## config.mk

```make
export PLATFORM = sky130hd
export DESIGN_NAME = rr_arbiter4_flat
export DESIGN_NICKNAME = d
export VERILOG_FILES = /design/src/rtl/rr_arbiter4_if.sv /design/src/rtl/rr_arbiter4.sv /design/src/flat_wrapper.sv
export SDC_FILE = /design/constraint.sdc
export NUM_CORES = 1
export LEC_CHECK = 0
export CAP_MARGIN = 10
export CORE_MARGIN = 2
export CORE_UTILIZATION = 40
export CTS_CLUSTER_SIZE = 16
export DETAILED_ROUTE_END_ITERATION = 6
export GPL_TIMING_DRIVEN = 0
export PLACE_DENSITY = 0.71
export SLEW_MARGIN = 20
export SYNTH_ARGS = -nofsm -noshare
export SYNTH_HDL_FRONTEND = slang
export SYNTH_SLANG_ARGS = --single-unit
```

## constraint.sdc

```tcl
create_clock -name clk -period 1.4 [get_ports clk]
set_input_delay 0.28 -clock clk [delete_from_list [all_inputs] [get_ports clk]]
set_output_delay 0.28 -clock clk [all_outputs]
set_load 0.05 [all_outputs]
```

## src/rtl/rr_arbiter4_if.sv

```systemverilog
// rr_arbiter4_if -- request/grant bundle between the requesters and the
// round-robin arbiter.
//   req       [3:0] request vector, bit i = requester i
//   done            current owner has finished with the resource
//   gnt       [3:0] one-hot grant
//   gnt_idx   [1:0] encoded index of the granted requester
//   gnt_valid       high while gnt is non-zero
//   timeout         one-cycle pulse when a grant is force-released
// master: requester side (drives req/done); slave: arbiter side.
interface rr_arbiter4_if;
  logic [3:0] req;
  logic       done;
  logic [3:0] gnt;
  logic [1:0] gnt_idx;
  logic       gnt_valid;
  logic       timeout;

  modport master (
    output req, done,
    input  gnt, gnt_idx, gnt_valid, timeout
  );

  modport slave (
    input  req, done,
    output gnt, gnt_idx, gnt_valid, timeout
  );
endinterface

```

## src/rtl/rr_arbiter4.sv

```systemverilog
// rr_arbiter4 -- round-robin arbiter sharing one resource among 4 requesters.
// The owner keeps the grant until it signals done or drops its request; every
// handoff passes through one dead RELEASE cycle and one IDLE arbitration cycle.
// Ports:
//   clk  system clock, rising edge
//   rst  synchronous active-high reset
//   bus  rr_arbiter4_if.slave (req, done in; gnt, gnt_idx, gnt_valid, timeout out)
// Parameters:
//   MAX_HOLD  maximum grant length in cycles (2..255), used with ARB_TIMEOUT_EN
//   CNT_W     hold counter width, 2**CNT_W > MAX_HOLD
// Optional feature macro: ARB_TIMEOUT_EN -- when defined, a grant held for
// MAX_HOLD cycles is force-released and timeout pulses for one cycle.
// When undefined, no counter is built and timeout is tied low.
module rr_arbiter4 #(
  parameter int MAX_HOLD = 16,
  parameter int CNT_W    = 8
) (
  input  logic                clk,
  input  logic                rst,
  rr_arbiter4_if.slave        bus
);

  if (MAX_HOLD < 2 || MAX_HOLD > 255 || (1 << CNT_W) <= MAX_HOLD) begin : g_bad_cfg
    $error("rr_arbiter4: MAX_HOLD must be 2..255 and fit in CNT_W bits");
  end

  typedef enum logic [1:0] {
    S_IDLE    = 2'd0,
    S_GRANT   = 2'd1,
    S_RELEASE = 2'd2
  } state_t;

  state_t     r_state;
  logic [1:0] r_ptr;
  logic [3:0] r_gnt;
  logic [1:0] r_gnt_idx;
  logic       r_gnt_valid;

  logic [1:0] w_win_idx;
  logic       w_found;
  logic       w_release;

  // Scan from farthest to nearest candidate after r_ptr so the last hit,
  // i.e. the nearest set bit going round from ptr+1, is the winner.
  always_comb begin
    logic [1:0] cand;
    w_win_idx = 2'd0;
    w_found   = 1'b0;
    cand      = 2'd0;
    for (int k = 3; k >= 0; k--) begin
      cand = r_ptr + 2'(k + 1);
      if (bus.req[cand]) begin
        w_win_idx = cand;
        w_found   = 1'b1;
      end
    end
  end

  assign w_release = bus.done | ~bus.req[r_gnt_idx];

`ifdef ARB_TIMEOUT_EN
  logic [CNT_W-1:0] r_hold_cnt;
  logic             r_timeout;
  logic             w_expire;

  assign w_expire    = (r_hold_cnt == CNT_W'(MAX_HOLD - 1));
  assign bus.timeout = r_timeout;
`else
  assign bus.timeout = 1'b0;
`endif

  always_ff @(posedge clk) begin
    if (rst) begin
      r_state     <= S_IDLE;
      r_ptr       <= 2'd3;
      r_gnt       <= 4'b0000;
      r_gnt_idx   <= 2'd0;
      r_gnt_valid <= 1'b0;
`ifdef ARB_TIMEOUT_EN
      r_hold_cnt  <= '0;
      r_timeout   <= 1'b0;
`endif
    end else begin
`ifdef ARB_TIMEOUT_EN
      r_timeout <= 1'b0;
`endif
      case (r_state)
        S_IDLE: begin
          if (w_found) begin
            r_gnt       <= 4'b0001 << w_win_idx;
            r_gnt_idx   <= w_win_idx;
            r_gnt_valid <= 1'b1;
            r_state     <= S_GRANT;
`ifdef ARB_TIMEOUT_EN
            r_hold_cnt  <= '0;
`endif
          end
        end
        S_GRANT: begin
          // A normal release wins over a coincident timeout.
          if (w_release) begin
            r_gnt       <= 4'b0000;
            r_gnt_valid <= 1'b0;
            r_ptr       <= r_gnt_idx;
            r_state     <= S_RELEASE;
`ifdef ARB_TIMEOUT_EN
          end else if (w_expire) begin
            r_gnt       <= 4'b0000;
            r_gnt_valid <= 1'b0;
            r_ptr       <= r_gnt_idx;
            r_state     <= S_RELEASE;
            r_timeout   <= 1'b1;
          end else begin
            r_hold_cnt  <= r_hold_cnt + CNT_W'(1);
`endif
          end
        end
        S_RELEASE: begin
          r_state <= S_IDLE;
        end
        default: begin
          r_state <= S_IDLE;
        end
      endcase
    end
  end

  assign bus.gnt       = r_gnt;
  assign bus.gnt_idx   = r_gnt_idx;
  assign bus.gnt_valid = r_gnt_valid;

endmodule

```

## src/flat_wrapper.sv

```systemverilog
// flat-port wrapper written by rule: the top's interface ports become plain ports
module rr_arbiter4_flat 
#(
  parameter int MAX_HOLD = 16,
  parameter int CNT_W    = 8
)
  (clk, rst, bus_req, bus_done, bus_gnt, bus_gnt_idx, bus_gnt_valid, bus_timeout);
  rr_arbiter4_if bus_i ();
  input  logic clk;
  input  logic rst;
  input wire logic [$bits(bus_i.req)-1:0] bus_req;
  input wire logic [$bits(bus_i.done)-1:0] bus_done;
  output wire logic [$bits(bus_i.gnt)-1:0] bus_gnt;
  output wire logic [$bits(bus_i.gnt_idx)-1:0] bus_gnt_idx;
  output wire logic [$bits(bus_i.gnt_valid)-1:0] bus_gnt_valid;
  output wire logic [$bits(bus_i.timeout)-1:0] bus_timeout;
  assign bus_i.req = bus_req;
  assign bus_i.done = bus_done;
  assign bus_gnt = bus_i.gnt;
  assign bus_gnt_idx = bus_i.gnt_idx;
  assign bus_gnt_valid = bus_i.gnt_valid;
  assign bus_timeout = bus_i.timeout;
  rr_arbiter4 #(.MAX_HOLD(MAX_HOLD), .CNT_W(CNT_W)) u_core (.clk(clk), .rst(rst), .bus(bus_i));
endmodule
```

* Word-level counts from Yosys, hierarchy flattened
Cells that the tools add are included.
Widths: inputs -> output; s select.
** Storage, ports and cells
- Register bits after elaboration :: 11
- Logic and storage cells :: 52
- Bits of input ports :: 7
- Output and inout bits :: 8
** Operators by class
- $lt $le $gt $ge :: 5
- Reductions and logical operators :: 6
- Muxes and demuxes :: 27
- Shifts and indexed selects :: 1
- Equal/unequal tests :: 3
- Bitwise operators :: 2
- Add/subtract/negate cells :: 3
** Operators by type and width (number)
- $lt 2x3->1 const B :: 5
- $mux 2 :: 6
- $mux 1 :: 11
- $bmux 1 s2 :: 5
- $mux 4 :: 2
- $pmux 4 s2 :: 1
- $reduce_and 2->1 :: 3
- $add 2x2->2 const B :: 2
- $ne 2x1->1 const B :: 2
- $pmux 2 s2 :: 1
- $shl 1x2->4 const A :: 1
- $reduce_and 3->1 :: 1
- $add 2x1->2 const B :: 1
- $eq 2x1->1 const B :: 1
- $logic_not 2->1 :: 1
- $pmux 1 s2 :: 1
- $reduce_bool 2->1 :: 1
- $not 1->1 :: 1
- $or 1x1->1 :: 1

* Depth between registers and ports, before layout
- Depth after elaboration :: 9
- Depth in mapped cells :: 5
- Mapped depth without buffers :: 4

* Least setup slack after synthesis
OpenSTA, ideal clock, no wires.
- Path kind :: register to register
- Start :: reg u_core.r_gnt_idx[0] (netlist: u_core.bus.gnt_idx[0])
- End :: reg u_core.r_ptr[0]
- Arrival time :: 1.596 ns
- Required time :: 1.328 ns
- Cell stages (with the launch flop) :: 5
- Setup time :: 0.072 ns
- Period minus slack after synthesis :: 1.668 ns
- Buffers on the path :: 0
- Setup slack :: -0.268 ns
- Cell sequence :: dfxtp_1 -> mux2i_1 -> o21ai_1 -> nor3_2 -> mux2i_1
** Between the ends
- Cells in the longest elaborated chain, start to end :: 5
** RTL lines
- from (decl) :: line rr_arbiter4.sv:36 : logic [1:0] r_gnt_idx;
- from (signal assigned) :: line rr_arbiter4.sv:91 : r_gnt_idx <= w_win_idx;
- $bmux 1 s2 :: line rr_arbiter4.sv:59 : assign w_release = bus.done | ~bus.req[r_gnt_idx];
- $mux 1 (not written as such) :: line rr_arbiter4.sv:59
- $not 1->1 :: line rr_arbiter4.sv:59
- $or 1x1->1 :: line rr_arbiter4.sv:59
- $reduce_and 2->1 (no line)
- to (signal assigned) :: line rr_arbiter4.sv:104 : r_ptr <= r_gnt_idx;
- to (decl) :: line rr_arbiter4.sv:34 : logic [1:0] r_ptr;
Several ways; a longest one is shown, not always the timed one. The select of a mux whose other input is x is not followed.
A chain may end at the register's enable or synchronous reset.

* Final worst setup path
- Start :: reg u_core.r_gnt[0] (netlist: u_core.bus.gnt[0])
- End :: out bus_gnt[0]
** RTL lines
- from (decl) :: line rr_arbiter4.sv:35 : logic [3:0] r_gnt;
- from (signal assigned) :: line rr_arbiter4.sv:90 : r_gnt <= 4'b0001 << w_win_idx;
- to (decl) :: line flat_wrapper.sv:13 : output wire logic [$bits(bus_i.gnt)-1:0] bus_gnt;
No word-level cell between the ends.

==> run metrics <==
most frequent cells in the layout 8 x nor2_1, 6 x dfxtp_1, 5 x nand3b_1, 5 x buf_4, 5 x clkbuf_2; worst reg-to-reg path cell count 4; syn nets between 70 and 80; largest net degree at the start of global routing 11; clock slew at reported path FFs 70 ps; DIE HEIGHT 41.3 um; gr ovfl total 0; hold path cells 2; clock sinks 11; ratio of cells with drive above 1 in the final layout 0.424; Clock Tree Root clkbuf_4; run status completed; total CTS buffers 3; core footprint 1300 um^2; skew final 2.37 ps; Final Cell Area 841 um^2; Hold Startpoint u_core.bus.gnt_valid; Worst setup EP type primary output; total of warnings raised by yosys 0; CTS HTree Levels 1; TritonCTS clock tree done; Initial DRC Count 8; critical path type reg -> out; hpwl dp between 800 and 900 um; Starting Density 0.428; clock latency on the worst-skew pair 270 ps; FP Rows 13; dpl cell area 711 um^2; Final Hold Viols 0; GP Congestion 0.801; CP max-delay cell clkdlybuf4s15_1; Mapped Cells 65; CP startpoint kind flip-flop; worst r2r src u_core.r_ptr[0]; initial antenna violation count 0; Fmax 727 MHz; IO Count 15; sequential element share of the synthesized area 0.396; Hold-fix buffers, CTS 0; RSZ-0062 raised after global routing yes; total power 1.01 mW; final worst setup slack 23.7 ps; vias per cell 5.66; crit-path max cell delay 490 ps; via count of the first global-routing pass 484; max_cap viols 0; Worst Hold Path EP u_core.bus.gnt_valid; Die ar. 1710 um^2; flops & latches, synth 11; drc violations 0; syn avg cell area ~8.6 um^2; post-route ant nets 0; setup TNS 0 ps; Nets 93; commonest non-fill, non-tap cell in the layout nor2_1; die width about 41 um; Pre-antenna DRT Iters 3; vias 566; first-pass GRT wire length 2.10 mm; power per cell area 1200 nW/um^2; critical path, cell by cell clkdlybuf4s15_1; Post-Syn Area 557 um^2; Port Buffers 13; diode count 0; Pleak 0.306 nW; count of different cell masters after synthesis 27; drt wl/cell between 10 and 15 um; Worst R2R Setup Slack 60 ps; Final setup viols 0; min cycle time layout 1380 ps; DRT Wirelength between 1 and 1.5 mm; area delta synth->final 51.0%; fin. max-slew vios 0; Max clock buf depth 2; Tcrit/Tclk final 0.983; dpl ws -615 ps; worst-path fanout max 2; peak supply drop 0.778 mV; Data arrival, critical path 1100 ps; CP bufs+invs 1; Total GRT Usage 0.200; WP data required around 1100 ps; FF-to-FF End u_core.bus.gnt[2]; Hold WC Path Type reg -> reg; Worst path top cell family by delay buffers and inverters
==> registers in the layout (all words and copies together) (netlist names) <==
| signal | cells |
|---|---|
| u_core.bus.gnt_valid | 1 |
| u_core.r_state | 2 |
| u_core.bus.gnt | 4 |
| u_core.r_ptr | 2 |
| u_core.bus.gnt_idx | 2 |
==> timing repair <==
item | CTS | global route
hold endpoints to repair | 0 | 0
gates resized for setup | 37 | 16
pin swaps | 1 | 3
buffers inserted | 3 | 1
setup endpoints to repair | 17 | 13
==> kinds of logic after synthesis <==
group	after synthesis	share of synthesized area
and+or+nand+nor	29	0.306
AOI/OAI and AO/OA	15	0.178
DFF	11	0.396
buffers and inverters	5	0.0427
muxes	4	0.0719
other	1	0.00674
==> stage by stage <==
step	utilization	hold slack (ps)	std cells
final	0.646	485	100
after global routing	0.646	524	100
after CTS	0.623	488	100
after detailed placement	0.546	466	93
after global placement	0.546	467	93
after floorplan	-	370	65
==> area by class of cell <==
cell class                 instances  area [um^2]
buffer                             2         11.3
clock buffer                       4         26.3
fill                             127          460
multi-input combinational         49          405
timing repair buffer              17          140
inverter                           2         7.51
sequential                        11          231
tap                               15         18.8
==> layer usage <==
layer / share of wire / global-route usage / vias to the layer above
met4: 0.031 / 0.145 / 0
met5: 0 / 0 / -
met1: 0.45 / 0.266 / 275
met2: 0.49 / 0.289 / 11
li1: - / - / 275
met3: 0.037 / 0.0372 / 5
==> how the worst max path moves through the flow <==
stage / slack, ps / cells after the start / from / to
final: 20 / 1 / u_core.bus.gnt[0] / bus_gnt[0]
after detailed placement: -620 / 6 / bus_req[3] / u_core.bus.gnt[0]
after global routing: -30 / 6 / bus_req[0] / u_core.bus.gnt[3]
after CTS: -30 / 4 / u_core.r_state[0] / u_core.bus.gnt[0]
after floorplan: 3 / 4 / u_core.bus.gnt_idx[0] / u_core.r_ptr[0]
after global placement: -640 / 6 / bus_req[3] / u_core.bus.gnt[0]
==> cell usage after synthesis (all sizes together) <==
master / instances / share of area
dfxtp: 11 / 0.40
nor2: 8 / 0.054
nand3b: 5 / 0.067
mux2i: 4 / 0.072
nor3: 4 / 0.054
o22ai: 4 / 0.045
a21oi: 3 / 0.027
nand2b: 3 / 0.034
a211oi: 2 / 0.027
buf: 2 / 0.022
inv: 2 / 0.013
nand2: 2 / 0.013
nor4: 2 / 0.022
o21ai: 2 / 0.018
or3: 2 / 0.022
a2111oi: 1 / 0.016
a211o: 1 / 0.016
a311oi: 1 / 0.016
clkbuf: 1 / 0.0067
conb: 1 / 0.0067
nor3b: 1 / 0.013
o31ai: 1 / 0.013
or2: 1 / 0.011
or2b: 1 / 0.013
==> power by group <==
| group | internal, mW | switching (mW) | leakage, nW |
|---|---|---|---|
| sequential | 0.358 | 0.0420 | 0.0923 |
| combinational | 0.158 | 0.229 | 0.199 |
| clock | 0.111 | 0.113 | 0.0150 |
No activity file was read; power rests on OpenSTA's default activity.
